==> src/rtl/rv_inst_encoder.sv <==
// rv_inst_encoder: assembles RV32I instruction words from symbolic requests
// and queues them in a small output FIFO. Rejected requests raise a
// one-cycle error pulse instead of being queued.
// Build option: define ENCODER_RANGE_CHECK_EN to range-check immediates and
// the alignment of branch/jump offsets; otherwise immediates are truncated.
module rv_inst_encoder #(
  parameter int DEPTH = 4
) (
  input  logic                     clk,
  input  logic                     rst_n,
  input  logic                     in_valid,
  output logic                     in_ready,
  input  logic [4:0]               in_op,
  input  logic [4:0]               in_rd,
  input  logic [4:0]               in_rs1,
  input  logic [4:0]               in_rs2,
  input  logic [31:0]              in_imm,
  output logic                     out_valid,
  input  logic                     out_ready,
  output logic [31:0]              out_inst,
  output logic                     err_valid,
  output logic [1:0]               err_code,
  output logic [$clog2(DEPTH):0]   count
);

  localparam int PW = $clog2(DEPTH);
  localparam int CW = PW + 1;

  localparam logic [1:0] ERR_NONE  = 2'd0;
  localparam logic [1:0] ERR_OP    = 2'd1;
  localparam logic [1:0] ERR_RANGE = 2'd2;
  localparam logic [1:0] ERR_ALIGN = 2'd3;

  logic [31:0]   mem_q [DEPTH];
  logic [31:0]   mem_d [DEPTH];
  logic [PW-1:0] wr_ptr_q, wr_ptr_d;
  logic [PW-1:0] rd_ptr_q, rd_ptr_d;
  logic [CW-1:0] count_q, count_d;
  logic          err_valid_q, err_valid_d;
  logic [1:0]    err_code_q, err_code_d;

  logic [31:0]   enc_word;
  logic [1:0]    enc_err;
  logic [2:0]    f3;
  logic [6:0]    f7;
  logic          push, pop, accept;

  // funct3/funct7 selection shared by the R, I, S and B formats
  always_comb begin
    f3 = 3'b000;
    case (in_op)
      5'd5, 5'd12, 5'd19:        f3 = 3'b001;
      5'd15, 5'd17:              f3 = 3'b010;
      5'd4, 5'd11, 5'd20:        f3 = 3'b100;
      5'd6, 5'd7, 5'd13, 5'd14,
      5'd21:                     f3 = 3'b101;
      5'd3, 5'd10:               f3 = 3'b110;
      5'd2, 5'd9:                f3 = 3'b111;
      default:                   f3 = 3'b000;
    endcase
    f7 = (in_op == 5'd1 || in_op == 5'd7 || in_op == 5'd14) ? 7'b0100000 : 7'b0000000;
  end

  // Field-packing mux and (optionally) immediate legality check
  always_comb begin
    enc_word = '0;
    enc_err  = ERR_NONE;
    case (in_op)
      5'd0, 5'd1, 5'd2, 5'd3, 5'd4, 5'd5, 5'd6, 5'd7:
        enc_word = {f7, in_rs2, in_rs1, f3, in_rd, 7'b0110011};
      5'd8, 5'd9, 5'd10, 5'd11, 5'd15, 5'd16: begin
        enc_word = {in_imm[11:0], in_rs1, f3, in_rd,
                    (in_op == 5'd15) ? 7'b0000011 :
                    (in_op == 5'd16) ? 7'b1100111 : 7'b0010011};
`ifdef ENCODER_RANGE_CHECK_EN
        if (!(&in_imm[31:11] || ~|in_imm[31:11])) enc_err = ERR_RANGE;
`endif
      end
      5'd12, 5'd13, 5'd14: begin
        enc_word = {f7, in_imm[4:0], in_rs1, f3, in_rd, 7'b0010011};
`ifdef ENCODER_RANGE_CHECK_EN
        if (|in_imm[31:5]) enc_err = ERR_RANGE;
`endif
      end
      5'd17: begin
        enc_word = {in_imm[11:5], in_rs2, in_rs1, f3, in_imm[4:0], 7'b0100011};
`ifdef ENCODER_RANGE_CHECK_EN
        if (!(&in_imm[31:11] || ~|in_imm[31:11])) enc_err = ERR_RANGE;
`endif
      end
      5'd18, 5'd19, 5'd20, 5'd21: begin
        enc_word = {in_imm[12], in_imm[10:5], in_rs2, in_rs1, f3,
                    in_imm[4:1], in_imm[11], 7'b1100011};
`ifdef ENCODER_RANGE_CHECK_EN
        if (in_imm[0])                                    enc_err = ERR_ALIGN;
        else if (!(&in_imm[31:12] || ~|in_imm[31:12]))   enc_err = ERR_RANGE;
`endif
      end
      5'd22: begin
        enc_word = {in_imm[31:12], in_rd, 7'b0110111};
`ifdef ENCODER_RANGE_CHECK_EN
        if (|in_imm[11:0]) enc_err = ERR_RANGE;
`endif
      end
      5'd23: begin
        enc_word = {in_imm[20], in_imm[10:1], in_imm[11], in_imm[19:12],
                    in_rd, 7'b1101111};
`ifdef ENCODER_RANGE_CHECK_EN
        if (in_imm[0])                                    enc_err = ERR_ALIGN;
        else if (!(&in_imm[31:20] || ~|in_imm[31:20]))   enc_err = ERR_RANGE;
`endif
      end
      default: enc_err = ERR_OP;
    endcase
  end

  assign in_ready  = (count_q != CW'(DEPTH));
  assign out_valid = (count_q != '0);
  assign out_inst  = mem_q[rd_ptr_q];
  assign count     = count_q;
  assign err_valid = err_valid_q;
  assign err_code  = err_code_q;

  assign accept = in_valid && in_ready;
  assign push   = accept && (enc_err == ERR_NONE);
  assign pop    = out_valid && out_ready;

  // FIFO pointer/occupancy update and error pulse generation
  always_comb begin
    mem_d    = mem_q;
    wr_ptr_d = wr_ptr_q;
    rd_ptr_d = rd_ptr_q;
    count_d  = count_q;
    if (push) begin
      mem_d[wr_ptr_q] = enc_word;
      wr_ptr_d        = wr_ptr_q + PW'(1);
    end
    if (pop) rd_ptr_d = rd_ptr_q + PW'(1);
    if (push && !pop)      count_d = count_q + CW'(1);
    else if (!push && pop) count_d = count_q - CW'(1);
    err_valid_d = accept && (enc_err != ERR_NONE);
    err_code_d  = err_valid_d ? enc_err : ERR_NONE;
  end

  // State registers; reset clears the queue, storage and any pending error
  always_ff @(posedge clk) begin
    if (!rst_n) begin
      for (int i = 0; i < DEPTH; i++) mem_q[i] <= '0;
      wr_ptr_q    <= '0;
      rd_ptr_q    <= '0;
      count_q     <= '0;
      err_valid_q <= 1'b0;
      err_code_q  <= ERR_NONE;
    end else begin
      mem_q       <= mem_d;
      wr_ptr_q    <= wr_ptr_d;
      rd_ptr_q    <= rd_ptr_d;
      count_q     <= count_d;
      err_valid_q <= err_valid_d;
      err_code_q  <= err_code_d;
    end
  end

endmodule

==> config.mk <==
export PLATFORM = sky130hd
export DESIGN_NAME = rv_inst_encoder
export DESIGN_NICKNAME = d
export VERILOG_FILES = /design/src/rtl/rv_inst_encoder.sv
export SDC_FILE = /design/constraint.sdc
export NUM_CORES = 1
export LEC_CHECK = 0
export ABC_AREA = 1
export CAP_MARGIN = 10
export CORE_MARGIN = 4
export CORE_UTILIZATION = 40
export DETAILED_ROUTE_END_ITERATION = 12
export HOLD_SLACK_MARGIN = 0.02
export PLACE_DENSITY = 0.68
export SLEW_MARGIN = 15
export SYNTH_ARGS = -nofsm -noshare
export SYNTH_HDL_FRONTEND = slang
export SYNTH_SLANG_ARGS = --single-unit
==> constraint.sdc <==
create_clock -name clk -period 4.3 [get_ports clk]
set_input_delay 0.645 -clock clk [delete_from_list [all_inputs] [get_ports clk]]
set_output_delay 0.645 -clock clk [all_outputs]
set_load 0.01 [all_outputs]
==> key figures <==
Floorplanning
  – Core area: 0.0187 mm^2
  – Starting Density: 0.408
  – Row count: 50
  – Die area: 0.0214 mm^2
  – Die Ht: ~150 um
  – Num ports: 96
  – Die width: between 100 and 150 um

Timing
  – Tmin final: 3.31 ns
  – Min Hold Slack: 0.450 ns
  – Least-Margin Pin Slew: 0.870 ns
  – RSZ-0062 raised after global routing: no
  – Final Cycle Share: 0.771
  – Setup violators final: 0
  – Max Slew Vio Count: 0
  – Max Clock Freq: approximately 300 MHz
  – Clk_skew: 0.0135 ns
  – Post-layout worst setup margin: 0.986 ns
  – Setup total negative slack: 0 ns
  – Relative slew slack: 0.416
  – Final Hold Vio Count: 0

Layout
  – Layout cells sized above 1: 0.0542
  – Area Growth Syn to Fin: 21.7%
  – Commonest non-fill, non-tap cell in the layout: nand2_1
  – Ant diodes: 0
  – Nets: around 1400
  – Most frequent cells in the layout: nand2_1 (360), nor2_1 (258), inv_1 (182)
  – Final core utilization: 0.496

Worst setup path
  – Crit-path max cell delay: 0.60 ns
  – Crit-path cells: clkinv_1, buf_12, o21ai_0, a21oi_1, a21oi_1, clkdlybuf4s50_1
  – Most numerous cell on the critical path: a21oi_1
  – CP Capture Type: output port
  – Slowest CP cell: clkdlybuf4s50_1
  – Worst Path Required: between 3 and 4 ns
  – Startpoint Class: flip-flop
  – Crit Path Class: flip-flop to output port
  – CP max FO: 46
  – CP arrival: 2.67 ns

Pwr
  – Internal power: 2940 uW
  – Pwr Density: 476 mW/mm^2
  – Worst IR Drop VDD: 0.334 mV
  – Switching Share: 0.333
  – Power, Total: 4420 uW
  – Flop pwr share: 0.325
  – Combinational share of power: 0.322
  – Clk pwr share: 0.354
  – P_sw: 1470 uW
  – Static Leak: 0.00473 uW

Place
  – Gpl congestion: ~0.9
  – Detailed-placement wirelength estimate: 14300 um
  – Pre-CTS setup slack: around 0.66 ns
  – I/O Buffers: 94

Global route
  – First-pass GRT wire length: 34500 um
  – Gr usage total: 0.198
  – Initial antenna violation count: 0
  – Congestion Overflow GR: 0
  – Pin count of the biggest net entering global routing: 73
  – Vias in the first global route: 6856

Routing
  – Vias after detailed routing: approximately 7400
  – DR pass1 iterations: 5
  – Initial DRC count: 496
  – ANT nets after route: 0
  – Total wire length: 21200 um
  – Wire per inst: 13.4 um
  – DR DRC count: 0
  – Routed vias/inst: 4.70

CTS
  – Clk root buf: clkbuf_16
  – Clk_lat worst skew: 0.43 ns
  – CTS Hold Buffers Added: 0
  – Worst-path clk slew: 0.06 ns
  – H-Tree Depth: 4
  – Post-CTS setup repair buffer count: 0
  – Post_cts resized: 0
  – Clock sinks: 133
  – CTS tree: built
  – TritonCTS buffer count: 17
  – Clock Tree Buf Depth: 2

Run
  – # Max-Cap Violations: 0

Logic synthesis
  – Avg Cell Area, Syn: 5.99 um^2
  – Post-synth top area cell: dfxtp_1
  – Flops & latches, synth: 133
  – Synthesized area: roughly 0.0076 mm^2
  – Top-area cell type share of the netlist area: 0.349
  – Synth Instances: 1273
  – Seq/Total Area, Yosys: 0.349
  – Synth warnings: 0
  – Syn_nets: 1341
  – Top cells by area, synth: dfxtp_1 (35%), nand2_1 (18%), nor2_1 (13%)
  – Library cells used by synthesis: 32

Min path
  – Min-delay worst type: flip-flop to flip-flop

Status
  – Outcome: completed
==> sequential cells by signal, indices dropped and copies added (netlist names) <==
| name | flops |
|---|---|
| wr_ptr_q | 2 |
| err_valid | 1 |
| count | 3 |
| rd_ptr_q | 2 |
| err_code | 1 |
| mem_q | 124 |
==> final cells by class <==
cell class	instances	area, um^2
clock inverters	11	174
inverters	191	718
clock buffers	21	460
fillers	1912	9420
flip-flops and latches	133	2660
multi-input cells	882	3880
repair buffers	108	1090
well taps	234	293
==> worst paths after layout <==
check | from | to | slack [ns] | cells after the start
worst max register to register | count[1] | mem_q[77] | 2.13 | 9
worst min-delay path | mem_q[33] | mem_q[33] | 0.45 | 2
worst max-delay path | rd_ptr_q[1] | out_inst[12] | 0.99 | 6
worst min register to register | mem_q[33] | mem_q[33] | 0.45 | 2
==> cells in the mapped netlist (all sizes together) <==
library cell,count
nand4,2
conb,1
o32ai,1
a21oi,111
nor3,3
inv,188
a22oi,1
nor2,265
ha,11
nand2,365
dfxtp,133
fa,1
clkbuf,33
clkinv,3
o21ai,49
o211ai,4
nand3,55
o21bai,13
buf,34
==> cell families (layout without fill, tap and decap cells) <==
family	count (synthesis)	count (layout)	synth area share
AOI/OAI and AO/OA	179	179	0.125
and+or+nand+nor	690	690	0.363
DFF	133	133	0.349
adders and majority gates	12	12	0.0207
other	1	1	0.000491
buffers and inverters	258	331	0.142
==> power by group through the flow <==
stage | Combinational, uW | Clock (uW) | Sequential, uW
after floorplan | 855 | 0 | 1450
after global placement | 1410 | 0 | 1460
after detailed placement | 1420 | 0 | 1460
after CTS | 1430 | 1580 | 1430
after global routing | 1590 | 1640 | 1450
final | 1420 | 1560 | 1430
==> through the flow <==
stage / cells / instance area, um^2
floorplan: 1273 / 7630
global placement: 1548 / 8650
detailed placement: 1548 / 8650
CTS: 1580 / 9280
global route: 1580 / 9280
finish: 1580 / 9280
==> critical path, delay by kind of cell (launching register included) <==
| family | cells | cell delay, ns |
|---|---|---|
| buffers and inverters | 3 | 1.47 |
| flip-flops | 1 | 0.31 |
| AO/OA/AOI/OAI | 3 | 0.43 |
==> layer usage <==
layer  routed length [um]  GRT usage  vias up
met5                    0          0        -
met4                  422     0.0729        0
met3                 1090     0.0416       26
met2                 9860      0.328      188
met1                 9850      0.255     3245
li1                     -          -     3971
Note: power is estimated with default switching activity, not from simulation.
